[src/rtl/keypad_entry.sv]
// Keypad operand entry: synchronises and debounces key presses, decodes them and
// maintains a signed 16-bit entry. Debounce FSM states are built only with ENTRY_DEBOUNCE_EN.
module keypad_entry #(
  parameter int DEBOUNCE_CYCLES = 500000,
  parameter int MAX_DIGITS      = 5
) (
  input  logic        clk,
  input  logic        rst,
  input  logic        key_valid,
  input  logic [3:0]  key_code,
  output logic [15:0] value,
  output logic [2:0]  digit_count,
  output logic        overflow,
  output logic        entered,
  output logic [15:0] entered_value,
  output logic        clr_out
);

`ifdef ENTRY_DEBOUNCE_EN
  localparam int CW = $clog2(DEBOUNCE_CYCLES + 1);
  localparam logic [CW-1:0] CNT_LAST = CW'(DEBOUNCE_CYCLES - 1);
  typedef enum logic [2:0] {IDLE, DEB_PRESS, ACCEPT, WAIT_REL, DEB_REL} state_t;
  logic [CW-1:0] deb_cnt;
`else
  typedef enum logic [1:0] {IDLE, ACCEPT, WAIT_REL} state_t;
`endif

  state_t      state;
  logic        sync1, sync2;
  logic [15:0] mag;
  logic        sign;
  logic        fresh;

  logic [15:0] eff_mag;
  logic        eff_sign;
  logic [2:0]  eff_count;
  logic [19:0] digit_sum;
  logic        digit_reject;
  logic [15:0] bs_mag;

  // A digit arriving after enter starts from a cleared entry.
  always_comb begin
    eff_mag      = fresh ? 16'd0 : mag;
    eff_sign     = fresh ? 1'b0  : sign;
    eff_count    = fresh ? 3'd0  : digit_count;
    digit_sum    = 20'(eff_mag) * 20'd10 + 20'(key_code);
    digit_reject = (eff_count == 3'(MAX_DIGITS)) ||
                   (!eff_sign && digit_sum > 20'd32767) ||
                   (eff_sign  && digit_sum > 20'd32768);
    bs_mag       = mag / 16'd10;
  end

  assign value = sign ? (~mag + 16'd1) : mag;

  always_ff @(posedge clk or posedge rst) begin
    if (rst) begin
      state         <= IDLE;
      sync1         <= 1'b0;
      sync2         <= 1'b0;
      mag           <= '0;
      sign          <= 1'b0;
      fresh         <= 1'b0;
      digit_count   <= '0;
      overflow      <= 1'b0;
      entered       <= 1'b0;
      entered_value <= '0;
      clr_out       <= 1'b0;
`ifdef ENTRY_DEBOUNCE_EN
      deb_cnt       <= '0;
`endif
    end else begin
      sync1   <= key_valid;
      sync2   <= sync1;
      entered <= 1'b0;
      clr_out <= 1'b0;
      case (state)
        IDLE: begin
          if (sync2) begin
`ifdef ENTRY_DEBOUNCE_EN
            state   <= DEB_PRESS;
            deb_cnt <= '0;
`else
            state   <= ACCEPT;
`endif
          end
        end
`ifdef ENTRY_DEBOUNCE_EN
        DEB_PRESS: begin
          if (!sync2)                   state <= IDLE;
          else if (deb_cnt == CNT_LAST) state <= ACCEPT;
          else                          deb_cnt <= deb_cnt + 1'b1;
        end
        DEB_REL: begin
          if (sync2)                    state <= WAIT_REL;
          else if (deb_cnt == CNT_LAST) state <= IDLE;
          else                          deb_cnt <= deb_cnt + 1'b1;
        end
`endif
        ACCEPT: begin
          state <= WAIT_REL;
          if (key_code <= 4'd9) begin
            fresh <= 1'b0;
            sign  <= eff_sign;
            if (digit_reject) begin
              mag         <= eff_mag;
              digit_count <= eff_count;
              overflow    <= 1'b1;
            end else begin
              mag         <= digit_sum[15:0];
              overflow    <= fresh ? 1'b0 : overflow;
              // Leading zeros do not count as significant digits.
              digit_count <= (eff_mag == 16'd0 && key_code == 4'd0) ? eff_count : eff_count + 3'd1;
            end
          end else begin
            case (key_code)
              4'd10: begin
                fresh <= 1'b0;
                if (mag == 16'h8000 && sign) overflow <= 1'b1;
                else                         sign     <= ~sign;
              end
              4'd11: begin
                fresh       <= 1'b0;
                mag         <= bs_mag;
                overflow    <= 1'b0;
                digit_count <= (digit_count == 3'd0) ? 3'd0 : digit_count - 3'd1;
                if (bs_mag == 16'd0) sign <= 1'b0;
              end
              4'd12: begin
                mag           <= '0;
                sign          <= 1'b0;
                fresh         <= 1'b0;
                digit_count   <= '0;
                overflow      <= 1'b0;
                entered_value <= '0;
                clr_out       <= 1'b1;
              end
              4'd13: begin
                entered       <= 1'b1;
                entered_value <= value;
                fresh         <= 1'b1;
              end
              default: ;
            endcase
          end
        end
        WAIT_REL: begin
          if (!sync2) begin
`ifdef ENTRY_DEBOUNCE_EN
            state   <= DEB_REL;
            deb_cnt <= '0;
`else
            state   <= IDLE;
`endif
          end
        end
        default: state <= IDLE;
      endcase
    end
  end

endmodule
[config.mk]
export PLATFORM = sky130hd
export DESIGN_NAME = keypad_entry
export DESIGN_NICKNAME = d
export VERILOG_FILES = /design/src/rtl/keypad_entry.sv
export SDC_FILE = /design/constraint.sdc
export NUM_CORES = 1
export LEC_CHECK = 0
export CAP_MARGIN = 20
export CORE_MARGIN = 8
export CORE_UTILIZATION = 34
export CTS_BUF_LIST = sky130_fd_sc_hd__clkbuf_4 sky130_fd_sc_hd__clkbuf_8 sky130_fd_sc_hd__clkbuf_16
export CTS_CLUSTER_SIZE = 8
export DETAILED_ROUTE_END_ITERATION = 8
export GPL_TIMING_DRIVEN = 0
export PLACE_DENSITY_LB_ADDON = 0.25
export SLEW_MARGIN = 0
export SYNTH_ARGS = -nofsm -noshare
export SYNTH_HDL_FRONTEND = slang
export SYNTH_SLANG_ARGS = --single-unit
[constraint.sdc]
create_clock -name clk -period 4.9 [get_ports clk]
set_clock_uncertainty 0.15 [all_clocks]
set_input_delay 0.98 -clock clk [delete_from_list [all_inputs] [get_ports clk]]
set_output_delay 0.98 -clock clk [all_outputs]
set_load 0.005 [all_outputs]
### Yosys cells after proc, flatten, opt, wreduce, memory -nomap -nowiden

Cells that the tools add are included.

| storage, ports and cells | value |
|---|---|
| output and inout bits | 38 |
| bits of input ports | 7 |
| logic and storage cells | 95 |
| register bits after elaboration | 44 |

| cells by class | value |
|---|---|
| $add $sub $neg | 4 |
| order comparisons | 3 |
| reduce and logical (&&, ||, !) cells | 25 |
| equality and inequality tests | 14 |
| muxes and demuxes | 33 |
| bitwise operators | 3 |
| divide/modulo/power cells | 1 |
| $mul | 1 |

Operators with widths:

| cell | number |
|---|---|
| $mux W16 | 4 |
| $pmux W16 S2 | 2 |
| $logic_not A16 Y1 | 2 |
| $add A20 B4 Y20 | 1 |
| $gt A20 B15 Y1 const B | 1 |
| $gt A20 B16 Y1 const B | 1 |
| $mul A16 B3 Y19 const B | 1 |
| $add A16 B1 Y16 const B | 1 |
| $div A16 B4 Y16 const B | 1 |
| $eq A16 B16 Y1 const B | 1 |
| $eq A4 B4 Y1 const B | 4 |
| $not A16 Y16 | 1 |
| $mux W1 | 15 |
| $mux W3 | 5 |
| $ne A3 B3 Y1 const B | 4 |
| $reduce_bool A3 Y1 | 3 |
| $reduce_and A4 Y1 | 2 |
| $pmux W2 S3 | 1 |
| $pmux W3 S2 | 1 |
| $reduce_and A2 Y1 | 3 |
| $le A4 B4 Y1 const B | 1 |
| $logic_and A1 B1 Y1 | 4 |
| $logic_not A4 Y1 | 1 |
| $mux W2 | 2 |
| 18 further kinds | 22 |

### Logic depth before layout (Yosys ltp)

| depth | value |
|---|---|
| depth in word-level cells | 9 |
| gate-level depth with buffers | 23 |
| gate-level depth less buffers | 21 |

### Worst setup path before layout

Ideal clock, no wire load.

| path | value |
|---|---|
| kind | register to register |
| start | register fresh |
| end | register mag[13] |
| data arrival time | 4.789 ns |
| path slack | -0.160 ns |
| required time | 4.629 ns |
| stages on the path, launching flop included | 22 |
| path through | dfrtp_1 > clkbuf_1 > buf_1 > nor2_1 > ha_1 > ha_1 > inv_1 > fa_1 > or3b_2 > nor2_1 > nand3_1 > o21ai_0 > o21ai_0 > o2bb2ai_1 > nand3_1 > o41ai_1 > a221oi_1 > nor4_1 > o211ai_1 > clkbuf_1 > a21o_1 > a22o_1 |

| between the ends | value |
|---|---|
| longest elaborated chain between the ends | 9 |
| elaborated cells between the ends (all ways) | 15 |
| those cells by class | 1 x add/sub; 1 x mul; 2 x order compare; 1 x eq/ne; 5 x mux; 5 x reduce/logical |

RTL lines:

| element | RTL line | source |
|---|---|---|
| start: declaration | 32 | `logic fresh;` |
| start signal: assignment | 62 | `fresh <= 1'b0;` |
| start signal: assignment | 102 | `fresh <= 1'b0;` |
| start signal: assignment | 117 | `fresh <= 1'b0;` |
| $mux W16 | 43 | `eff_mag = fresh ? 16'd0 : mag;` |
| $mul A16 B3 Y19 | 46 | `digit_sum = 20'(eff_mag) * 20'd10 + 20'(key_code);` |
| $add A20 B4 Y20 | 46 |  |
| $gt A20 B15 Y1 | 48 | `(!eff_sign && digit_sum > 20'd32767) \|\|` |
| $logic_and A1 B1 Y1 | 48 |  |
| $logic_or A1 B1 Y1 | 47 | `digit_reject = (eff_count == 3'(MAX_DIGITS)) \|\|` |
| $logic_or A1 B1 Y1 | 48 |  |
| $mux W16 (*) | 104 | `if (digit_reject) begin` |
| $mux W16 (*) | 101 | `if (key_code <= 4'd9) begin` |
| end signal: assignment | 105 | `mag <= eff_mag;` |
| end signal: assignment | 109 | `mag <= digit_sum[15:0];` |
| end signal: assignment | 123 | `mag <= bs_mag;` |
| end: declaration | 30 | `logic [15:0] mag;` |

Mark *: on every way between the ends. The rest lies on a longest branch, timed or not.
A chain may end at the register's enable or synchronous reset.

### Final worst setup path

| path | value |
|---|---|
| start | register mag[11] |
| end | register sign |

| between the ends | value |
|---|---|
| longest elaborated chain between the ends | 4 |
| elaborated cells between the ends (all ways) | 7 |
| those cells by class | 1 x div; 3 x eq/ne; 3 x reduce/logical |

RTL lines:

| element | RTL line | source |
|---|---|---|
| $div A16 B4 Y16 / $eq A16 B16 Y1 (equally long branches) | 50, 118 |  |
| $logic_not A16 Y1 / $logic_and A1 B1 Y1 (equally long branches) | 126, 118 |  |
| $ne A3 B3 Y1 (no line) | n/a |  |
| $reduce_and A4 Y1 (no line) (*) | n/a |  |
| end signal: assignment | 103 | `sign <= eff_sign;` |
| end signal: assignment | 119 | `else sign <= ~sign;` |
| end: declaration | 31 | `logic sign;` |

Marked as above.

==> qor.txt <==
initial core utilization - 0.3472
setup tns final - 0 ns
remaining number of nets flagged by the antenna check after routing - 0
Worst Slack Setup Final - 0.08293 ns
EDFF count, synth - 0
minimum clock period after layout - 4.817 ns
clock latency of the later-clocked register in the worst-skew pair - 0.29 ns
critical path launch point type - flip-flop
Synth Net Count - 708
crit path capture type - flip-flop
fraction of the core area covered by cells at the end of the flow - 0.4612
total count of max-transition violations in the final report - 0
final antenna diode count - 0
number of nets at the end of the flow - 800
# setup viols final - 0
Syn Inst Count - 664
slew at the pin closest to its max-slew limit - 0.7792 ns
via count of the first global-routing pass - 5081
Warnings, synthesis - 0
cell chosen for the clock root - sky130_fd_sc_hd__clkbuf_16
routed vias - 5571
initial antenna violation count - 0
highest-count cells in the layout ignoring fill and taps - 51 x sky130_fd_sc_hd__nand2_1, 51 x sky130_fd_sc_hd__buf_4, 45 x sky130_fd_sc_hd__nor2_1
Longest Clk Path Bufs - 2
Synth cell types - 93
average cell area after synthesis - 7.948 sq um
Layout Area Growth over Synthesis - 32.84%
overall fraction of global-route tracks in use - 0.1589
Required @ worst endpoint - 4.90 ns
iteration count of the initial detailed-routing pass - 7
Filler cells - 1424
number of clock sinks seen by CTS - 44
number of top-level pins - 45
Achievable Freq - 207.6 MHz
primary flip-flop cell chosen by synthesis mapping - sky130_fd_sc_hd__dfrtp_1
Mapped Area - 0.005278 sq mm
Avg Vias per Cell - 5.895
core area - 0.01520 sq mm
class of the tightest hold or removal check - reg2reg
first-pass GRT wire length - 26.30 mm
aggregate routed wire length - 17.26 mm
final RePlAce weighted congestion - 0.8860
Post-synth ARST share - 1.000
number of buffers inserted during clock tree synthesis - 5
post-DR wirelength/cell - 18.26 um
reg-to-reg setup timing slack - 0.08 ns
period utilization - 0.9831
horizontal die dimension - 140.6 um
setup repair after global routing missed its margin - yes
Clk pin slew, worst setup/hold paths - 0.06 ns
fraction of layout instances using a drive strength above 1 - 0.2576
Max-Cap Viols - 0
half-perimeter wire length after detailed placement - 12.82 mm
result of the run - completed
remaining global-route overflow - 0
count of buffers inserted at the top-level ports - 44
TritonCTS clock tree - built
start-to-end type of the worst setup path - reg2reg
Arr. time, crit path - 4.81 ns
proportion of synthesized chip area in sequential cells - 0.2086
floorplan die height - 140.6 um
initial drt markers - 381
worst max-slew margin expressed relative to the limit - 0.4751
maximum level of the CTS H-tree - 2
worst slack at placement - -0.9663 ns
overall die area - 0.01977 sq mm
pin count of the biggest net entering global routing - 36
CP max FO - 10
total of flip-flops plus latches after synthesis - 44
number of design rule violations left after detail routing - 0
hold violation count in the final report - 0
total number of placement rows - 45
[final cells by class]
cell class	count	area, sq um	area share
clock inverters	2	35.03	0.004997
well taps	188	235.2	0.03355
clock buffers	6	132.6	0.01892
multi-input cells	548	4330	0.6177
inverters	29	131.4	0.01874
plain buffers	40	246.5	0.03516
repair buffers	88	789.5	0.1126
flip-flops and latches	44	1110	0.1583
[Yosys cell counts (all sizes together) (8+ instances only)]
master | instances | area, sq um
a22oi | 8 | 70.06
nor2b | 12 | 75.07
nor2 | 63 | 244.0
o211ai | 10 | 80.07
dfrtp | 44 | 1101
clkbuf | 20 | 75.07
nand4 | 9 | 56.30
o21ai | 51 | 259.0
nand3 | 26 | 135.1
a211oi | 10 | 97.59
a21o | 8 | 60.06
o221ai | 9 | 91.34
ha | 35 | 437.9
nand2 | 53 | 198.9
nor3 | 12 | 60.06
a21oi | 33 | 165.2
nor4 | 9 | 62.56
and2 | 11 | 71.32
buf | 23 | 143.9
inv | 28 | 105.1
xnor2 | 32 | 280.3
o31ai | 10 | 116.4
a22o | 19 | 166.4
[cell families after synthesis]
| logic type | Yosys count | share of synthesized area |
|---|---|---|
| AOI/OAI and AO/OA | 223 | 0.3170 |
| xor gates and xnor gates | 39 | 0.06472 |
| adders and majority gates | 39 | 0.09436 |
| buffers and inverters | 72 | 0.06211 |
| DFF | 44 | 0.2086 |
| muxes | 10 | 0.02039 |
| and+or+nand+nor | 237 | 0.2328 |
[worst max-delay path, stage by stage, from the launching register on]
cell                       delay (ns)
sky130_fd_sc_hd__dfrtp_2         0.44
sky130_fd_sc_hd__buf_6           0.18
sky130_fd_sc_hd__nor4bb_1        0.32
sky130_fd_sc_hd__a31o_1          0.21
sky130_fd_sc_hd__o211a_1         0.24
sky130_fd_sc_hd__buf_4           0.12
sky130_fd_sc_hd__nand2_1         0.10
sky130_fd_sc_hd__a32o_1          0.28
sky130_fd_sc_hd__a211o_1         0.33
sky130_fd_sc_hd__and2_4          0.17
sky130_fd_sc_hd__buf_6           0.13
sky130_fd_sc_hd__o221ai_2        0.22
sky130_fd_sc_hd__a22oi_2         0.13
sky130_fd_sc_hd__o311a_1         0.35
sky130_fd_sc_hd__o32a_1          0.43
sky130_fd_sc_hd__buf_4           0.18
sky130_fd_sc_hd__o32a_1          0.29
sky130_fd_sc_hd__a211oi_2        0.27
sky130_fd_sc_hd__a31oi_1         0.13
[path summary, 6_finish.rpt]
path	startpoint	endpoint	depth (start not counted)
hold / removal	sync1	sync2	0
setup / recovery	mag[11]	sign	18
hold reg to reg	sync1	sync2	0
min in group asynchronous	rst	state[0]	2
setup reg to reg	mag[11]	sign	18
max in group asynchronous	rst	mag[5]	3
[routing by layer]
| layer | part of all wire | track usage | vias to the layer above |
|---|---|---|---|
| met2 | 0.49 | 0.2692 | 164 |
| li1 | - | - | 2679 |
| met5 | 0 | 0 | - |
| met3 | 0.046 | 0.01789 | 27 |
| met4 | 0.022 | 0.03563 | 0 |
| met1 | 0.45 | 0.2124 | 2701 |
[flip-flops by register name (all words and copies together), names as in the netlist, 2 cells and up]
name,flops
digit_count,3
entered_value,16
mag,16
state,2
[per-stage QoR]
stage	instance area [sq um]	std cells	hold slack (ns)
2_1_floorplan	5283	664	0.1812
3_5_place_dp	5978	897	0.1902
3_3_place_gp	5958	896	0.1909
5_1_grt	7010	945	0.2261
4_1_cts	6281	909	0.2115
6_report	7010	945	0.2037
[repair_timing]
action,CTS,global route
gates resized for setup,36,111
hold buffers,0,0
endpoints found under the setup margin,21,21
setup buffers,6,37
pin swaps,4,37
Power is not shown: default switching activity piles up to over one toggle a cycle in this logic, so the estimate is an artifact.
